**config.mk**
```make
export PLATFORM = sky130hd
export DESIGN_NAME = care_scheduler
export DESIGN_NICKNAME = d
export VERILOG_FILES = /design/src/rtl/care_scheduler.sv
export SDC_FILE = /design/constraint.sdc
export NUM_CORES = 1
export LEC_CHECK = 0
export BUFFER_PORTS_ARGS = -buffer_cell sky130_fd_sc_hd__buf_2
export CORE_MARGIN = 2
export CORE_UTILIZATION = 30
export CTS_BUF_LIST = sky130_fd_sc_hd__clkbuf_4
export CTS_CLUSTER_DIAMETER = 100
export DETAILED_ROUTE_END_ITERATION = 12
export PLACE_DENSITY = 0.48
export SETUP_SLACK_MARGIN = 0.4
export SLEW_MARGIN = 15
export SYNTH_ARGS = -nofsm -noshare
export SYNTH_HDL_FRONTEND = slang
export SYNTH_HIERARCHICAL = 1
export SYNTH_SLANG_ARGS = --single-unit
```
**constraint.sdc**
```tcl
create_clock -name clk -period 4.95 [get_ports clk]
set_input_delay 1.485 -clock clk [delete_from_list [all_inputs] [get_ports clk]]
set_output_delay 1.485 -clock clk [all_outputs]
set_load 0.01 [all_outputs]
```
**src/rtl/care_scheduler.sv**
```systemverilog
// Care-command scheduler for the pet stats datapath: turns button presses and a
// periodic decay tick into one valid/ready update stream with per-action cooldowns.

module care_action_lane #(
    parameter int COOLDOWN_TICKS = 4
) (
    input  logic clk,
    input  logic reset,
    input  logic btn_i,
    input  logic wrap_i,
    input  logic done_i,
    output logic pend_o,
    output logic cool_o,
    output logic rej_o
);
    logic       btn_q;
    logic       pend_q, pend_d;
    logic [3:0] cd_q, cd_d;
    logic       rise;

    assign rise = btn_i & ~btn_q;

    always_comb begin
        pend_d = pend_q;
        cd_d   = cd_q;
        if (wrap_i && (cd_q != 4'd0)) cd_d = cd_q - 4'd1;
        if (rise && (cd_q == 4'd0)) pend_d = 1'b1;
        // Completion beats both a same-edge press and a same-edge tick decrement.
        if (done_i) begin
            pend_d = 1'b0;
            cd_d   = 4'(COOLDOWN_TICKS);
        end
    end

    always_ff @(posedge clk or posedge reset) begin
        if (reset) begin
            btn_q  <= 1'b0;
            pend_q <= 1'b0;
            cd_q   <= 4'd0;
        end else begin
            btn_q  <= btn_i;
            pend_q <= pend_d;
            cd_q   <= cd_d;
        end
    end

    assign pend_o = pend_q;
    assign cool_o = |cd_q;
    assign rej_o  = rise & (|cd_q);
endmodule

module care_scheduler #(
    parameter int TICK_CYCLES    = 1000,
    parameter int COOLDOWN_TICKS = 4
) (
    input  logic       clk,
    input  logic       reset,
    input  logic [7:0] inputs,
    input  logic [7:0] random,
    input  logic       cmd_ready,
    output logic       cmd_valid,
    output logic [2:0] cmd_stat,
    output logic       cmd_dec,
    output logic [3:0] cmd_amt,
    output logic [5:0] pending,
    output logic [5:0] cooling,
    output logic       reject
);
    localparam int NACT = 6;
    localparam int TW   = $clog2(TICK_CYCLES);

    typedef enum logic {IDLE, ISSUE} state_t;

    state_t          state_q, state_d;
    logic [TW-1:0]   tick_q, tick_d;
    logic            dpend_q, dpend_d;
    logic [2:0]      last_q, last_d;
    logic [2:0]      grant_q, grant_d;
    logic            is_decay_q, is_decay_d;
    logic [2:0]      stat_q, stat_d;
    logic            dec_q, dec_d;
    logic [3:0]      amt_q, amt_d;
    logic            wrap, hs;
    logic [2:0]      pick, decay_stat;
    logic [NACT-1:0] done, rej, pend, cool;
    logic            unused_bits;

    function automatic logic [2:0] rr_pick(input logic [NACT-1:0] req, input logic [2:0] last);
        logic [2:0] sel;
        logic       found;
        int         idx;
        sel   = 3'd0;
        found = 1'b0;
        for (int k = 1; k <= NACT; k++) begin
            idx = (int'(last) + k) % NACT;
            if (!found && req[3'(idx)]) begin
                sel   = 3'(idx);
                found = 1'b1;
            end
        end
        return sel;
    endfunction

    // Action index doubles as stat index; only the magnitude differs per action.
    function automatic logic [3:0] act_amt(input logic [2:0] a);
        case (a)
            3'd0:    return 4'd4;
            3'd1:    return 4'd3;
            3'd2:    return 4'd5;
            3'd3:    return 4'd4;
            3'd4:    return 4'd8;
            default: return 4'd3;
        endcase
    endfunction

    assign wrap       = (tick_q == TW'(TICK_CYCLES - 1));
    assign tick_d     = wrap ? '0 : tick_q + TW'(1);
    assign hs         = (state_q == ISSUE) && cmd_ready;
    assign pick       = rr_pick(pend, last_q);
    assign decay_stat = (random[2:0] < 3'd6) ? random[2:0] : {1'b0, random[1:0]};

    for (genvar i = 0; i < NACT; i++) begin : g_lane
        assign done[i] = hs && !is_decay_q && (grant_q == 3'(i));
        care_action_lane #(.COOLDOWN_TICKS(COOLDOWN_TICKS)) u_lane (
            .clk    (clk),
            .reset  (reset),
            .btn_i  (inputs[i]),
            .wrap_i (wrap),
            .done_i (done[i]),
            .pend_o (pend[i]),
            .cool_o (cool[i]),
            .rej_o  (rej[i])
        );
    end

    always_comb begin
        state_d    = state_q;
        dpend_d    = dpend_q | wrap;
        last_d     = last_q;
        grant_d    = grant_q;
        is_decay_d = is_decay_q;
        stat_d     = stat_q;
        dec_d      = dec_q;
        amt_d      = amt_q;
        case (state_q)
            IDLE: begin
                if (dpend_q) begin
                    state_d    = ISSUE;
                    is_decay_d = 1'b1;
                    stat_d     = decay_stat;
                    dec_d      = 1'b0;
                    amt_d      = 4'd1;
                end else if (|pend) begin
                    state_d    = ISSUE;
                    is_decay_d = 1'b0;
                    grant_d    = pick;
                    stat_d     = pick;
                    dec_d      = 1'b1;
                    amt_d      = act_amt(pick);
                end
            end
            ISSUE: begin
                if (cmd_ready) begin
                    state_d = IDLE;
                    // A tick landing on the decay handshake starts the next decay.
                    if (is_decay_q) dpend_d = wrap;
                    else            last_d  = grant_q;
                end
            end
            default: state_d = IDLE;
        endcase
    end

    always_ff @(posedge clk or posedge reset) begin
        if (reset) begin
            state_q    <= IDLE;
            tick_q     <= '0;
            dpend_q    <= 1'b0;
            last_q     <= 3'd5;
            grant_q    <= 3'd0;
            is_decay_q <= 1'b0;
            stat_q     <= 3'd0;
            dec_q      <= 1'b0;
            amt_q      <= 4'd0;
        end else begin
            state_q    <= state_d;
            tick_q     <= tick_d;
            dpend_q    <= dpend_d;
            last_q     <= last_d;
            grant_q    <= grant_d;
            is_decay_q <= is_decay_d;
            stat_q     <= stat_d;
            dec_q      <= dec_d;
            amt_q      <= amt_d;
        end
    end

    assign cmd_valid   = (state_q == ISSUE);
    assign cmd_stat    = stat_q;
    assign cmd_dec     = dec_q;
    assign cmd_amt     = amt_q;
    assign pending     = pend;
    assign cooling     = cool;
    assign reject      = |rej;
    assign unused_bits = ^{inputs[7:6], random[7:3]};
endmodule

```
==> results.ini <==
[floorplanning]
pin_count = 41
fp-row-count = 42
die_width_microns = 120
initial_core_util_pct = 30.6
die-area_sq_mm = 0.0144
die_y_microns = 120
core_area_sq_mm = 0.0132

[yosys]
synthFlopType = dfrtp_1
synth_area_per_cell_sq_um = 9.29
yosysSeqAreaShare_pct = 39.1
synth_cells = 434
synth_largest_area_cell = dfrtp_1
synth_compound_area_share_pct = 14.4
syn_area_sq_mm = 0.00403
synth_top_family_by_area = simple AND/OR/NAND/NOR gates
ys_seq_elements = 63
synth-xor-area-share_pct = 3.07
synth-edff-count = 0
synth_nets = 470
yosysWarningCount = 6
synthAdderAreaFrac_pct = 5.27
async_flop_share_pct = 100
synth_top_area_share_pct = 37.8
synth_simple_gate_area_share_pct = 26.1
synth_area_leaders = dfrtp_1 38%, nor2_1 5.8%, ha_1 5.3%, inv_1 4.3%, mux2_1 3.6%
synth_mux_area_share_pct = 6.61
yosys.cell_types.count = 65

[worst_setup_path]
critPathMostFrequentCell = buf_2
ff2ff_path_depth = 13
critPathKind = input port to primary output
crit_fanout = 3
required_ns = 3.46
max_stage_delay_ns = 0.50
cp-start-kind = input port
reg2reg_from = last_q[2]
ff2ff_setup_slack_ns = 1.10
path_cells = buf_2, and3_1, nor4_1, nand2_1, buf_2
r2r-end = cmd_amt[2]
crit_path_top_delay_cell = nor4_1
cp.arrival_ns = 2.51
crit_path_end_kind = primary output

[placed_design]
dpl_cell_area_sq_mm = 0.00441
gp_congestion = 0.819
hpwlAfterDp_microns = 6840
numPortBuffers = 33

[final_layout]
nets = 510
drive_above_1_share_pct = 18.4
area_delta_synth_final_pct = 12.1
final_cell_area_sq_mm = 0.00452

[flow_run]
maxCapViolCount = 0

[timing]
fmax_ghz = 0.250
worst_pin_slew_ns = 1.04
setup_tns_ns = 0
slew_violations = 0
skew_ns = 0.0165
relSlewSlack_pct = 30.3
setup_viol = 0
period_share_pct = 80.7
finalHoldViolations = 0
finalCriticalPeriod_ns = 4.00
rsz0062_at_grt = no

[clocking]
post_cts_resized = 0
cts_setup_buffers = 0
clock_latency_ns = 0.41
cts_hold_buf = 0
cts_tree = built
clock-root-buffer = clkbuf_4
cts-buffers-inserted = 9
cts_buffer_depth = 2
htreeDepth = 3
clkTransAtPathRegs_ns = 0.09
clock-sinks = 63

[global_routing]
top_usage_layer = met2
grt_start_max_net_pins = 29
grt_util_all_layers_pct = 13.2
gr-total-overflow = 0
use_met2_pct = 22.6
met3_usage_pct = 2.28
grt_pass1_vias = 3147
met1_usage_pct = 16.3
antenna_found_initial = 1
grt_pass1_wl_microns = 15100

[hold_path]
min_to = tick_q[0]
worstHoldStart = tick_q[0]
hp-class = flop to flop
min_delay_path_depth = 1

[route]
first_iter_violations = 148
first_pass_iters = 4
vias = 3185
vias_per_cell = 4.86
routed_wl_microns = 8900
antenna_left = 0
wl_per_cell_microns = 13.6
drc_errors = 0

[pwr]
p_leak_nw = 1.96
switching_share_pct = 24.8
seq_power_share_pct = 61.4
powerDensity_mw_per_mm2 = 188
ir_drop_mv = 0.0812
netSwitchingPower_mw = 0.210
power.internal_mw = 0.638
p_clk_share_pct = 34.5
combPwrFrac_pct = 4.1

[run_status]
status = completed

-- cells in the mapped netlist (5+ instances only) --
master    number
nor2b_1       11
a21oi_1       11
dfrtp_1       61
nand2_1       38
ha_1          17
xnor2_1        6
nor3b_2        6
nor3_1         7
nand3_1       21
a31oi_1       10
xor2_1         5
and3_1         9
o211ai_1       8
inv_1         46
mux2_1        13
a31o_1         6
nor4_2         6
or4b_4         7
o21ai_0        5
nor4_1         7
nor2_1        62
-- critical path, delay by kind of cell --
kind                   cells  cell delay (ns)
buffers and inverters      2             0.26
AND/OR/NAND/NOR            3             0.76
-- cells by family after synthesis --
logic type | after synthesis
and+or+nand+nor | 190
xor gates and xnor gates | 12
DFF | 63
adders and majority gates | 17
AOI/OAI and AO/OA | 77
muxes | 21
buffers and inverters | 54
-- stage by stage --
| stage | total power [mW] | util (%) | setup WS (ns) | hold slack [ns] | std cells |
|---|---|---|---|---|---|
| final | 0.849 | 34.3 | 0.954 | 0.458 | 656 |
| after floorplan | 0.552 | - | 1.32 | 0.433 | 434 |
| after global routing | 0.899 | 34.3 | 0.755 | 0.480 | 656 |
| after global placement | 0.566 | 33.4 | 0.826 | 0.446 | 639 |
| after detailed placement | 0.567 | 33.4 | 0.835 | 0.451 | 639 |
| after CTS | 0.868 | 34.2 | 0.823 | 0.464 | 655 |
-- worst max path at each step --
stage,start,end,slack (ns)
3_5_place_dp,inputs[3],reject,0.84
5_1_grt,g_lane[3].u_lane/cd_q[0],reject,0.76
3_3_place_gp,inputs[3],reject,0.83
2_1_floorplan,tick_q[0],g_lane[5].u_lane/cd_q[3],1.32
6_report,inputs[3],reject,0.95
4_1_cts,inputs[3],reject,0.82
-- metal layers --
layer	part of all wire (%)	routed length, microns	vias up
met5	0	0	-
met4	1.5	133	0
met3	2.1	184	8
met2	49	4390	27
met1	47	4190	1535
li1	-	-	1615
-- final cells by class --
class,instances,area (sq um)
multi-input combinational,317,2250
fill,1370,8670
sequential,63,1580
tap,176,220
inverter,47,176
antenna,1,2.50
clock buffer,11,82.6
clock inverter,5,25.0
timing repair buffer,36,188
-- state kept, by name (all words and copies together), names as in the netlist --
name / flops
last_q: 3
dpend_q: 1
g_lane.u_lane/cd_q: 24
grant_q: 3
cmd_dec: 1
cmd_valid: 1
cmd_amt: 4
g_lane.u_lane/btn_q: 6
tick_q: 10
is_decay_q: 1
g_lane.u_lane/pend_o: 6
cmd_stat: 3
-- cells in the final DEF (no fill, tap or decap), types with 7 or more instances in the layout --
cell type  instances
nor2_1            62
dfrtp_1           61
inv_1             45
nand2_1           38
buf_2             33
nand3_1           21
ha_1              17
mux2_1            13
a21oi_1           11
nor2b_1           11
clkbuf_4          11
a31oi_1           10
and3_1             9
o211ai_1           8
nor4_2             8
nor3_1             7
or4b_4             7
-- power groups by stage --
stage               Clock (mW)  Sequential, mW  Combinational, mW
finish                   0.293           0.521             0.0349
floorplan                    0           0.531             0.0215
detailed placement           0           0.531             0.0362
global route             0.337           0.522             0.0407
global placement             0           0.531             0.0356
CTS                      0.311           0.521             0.0364
Power figures use the tool's default switching activity.
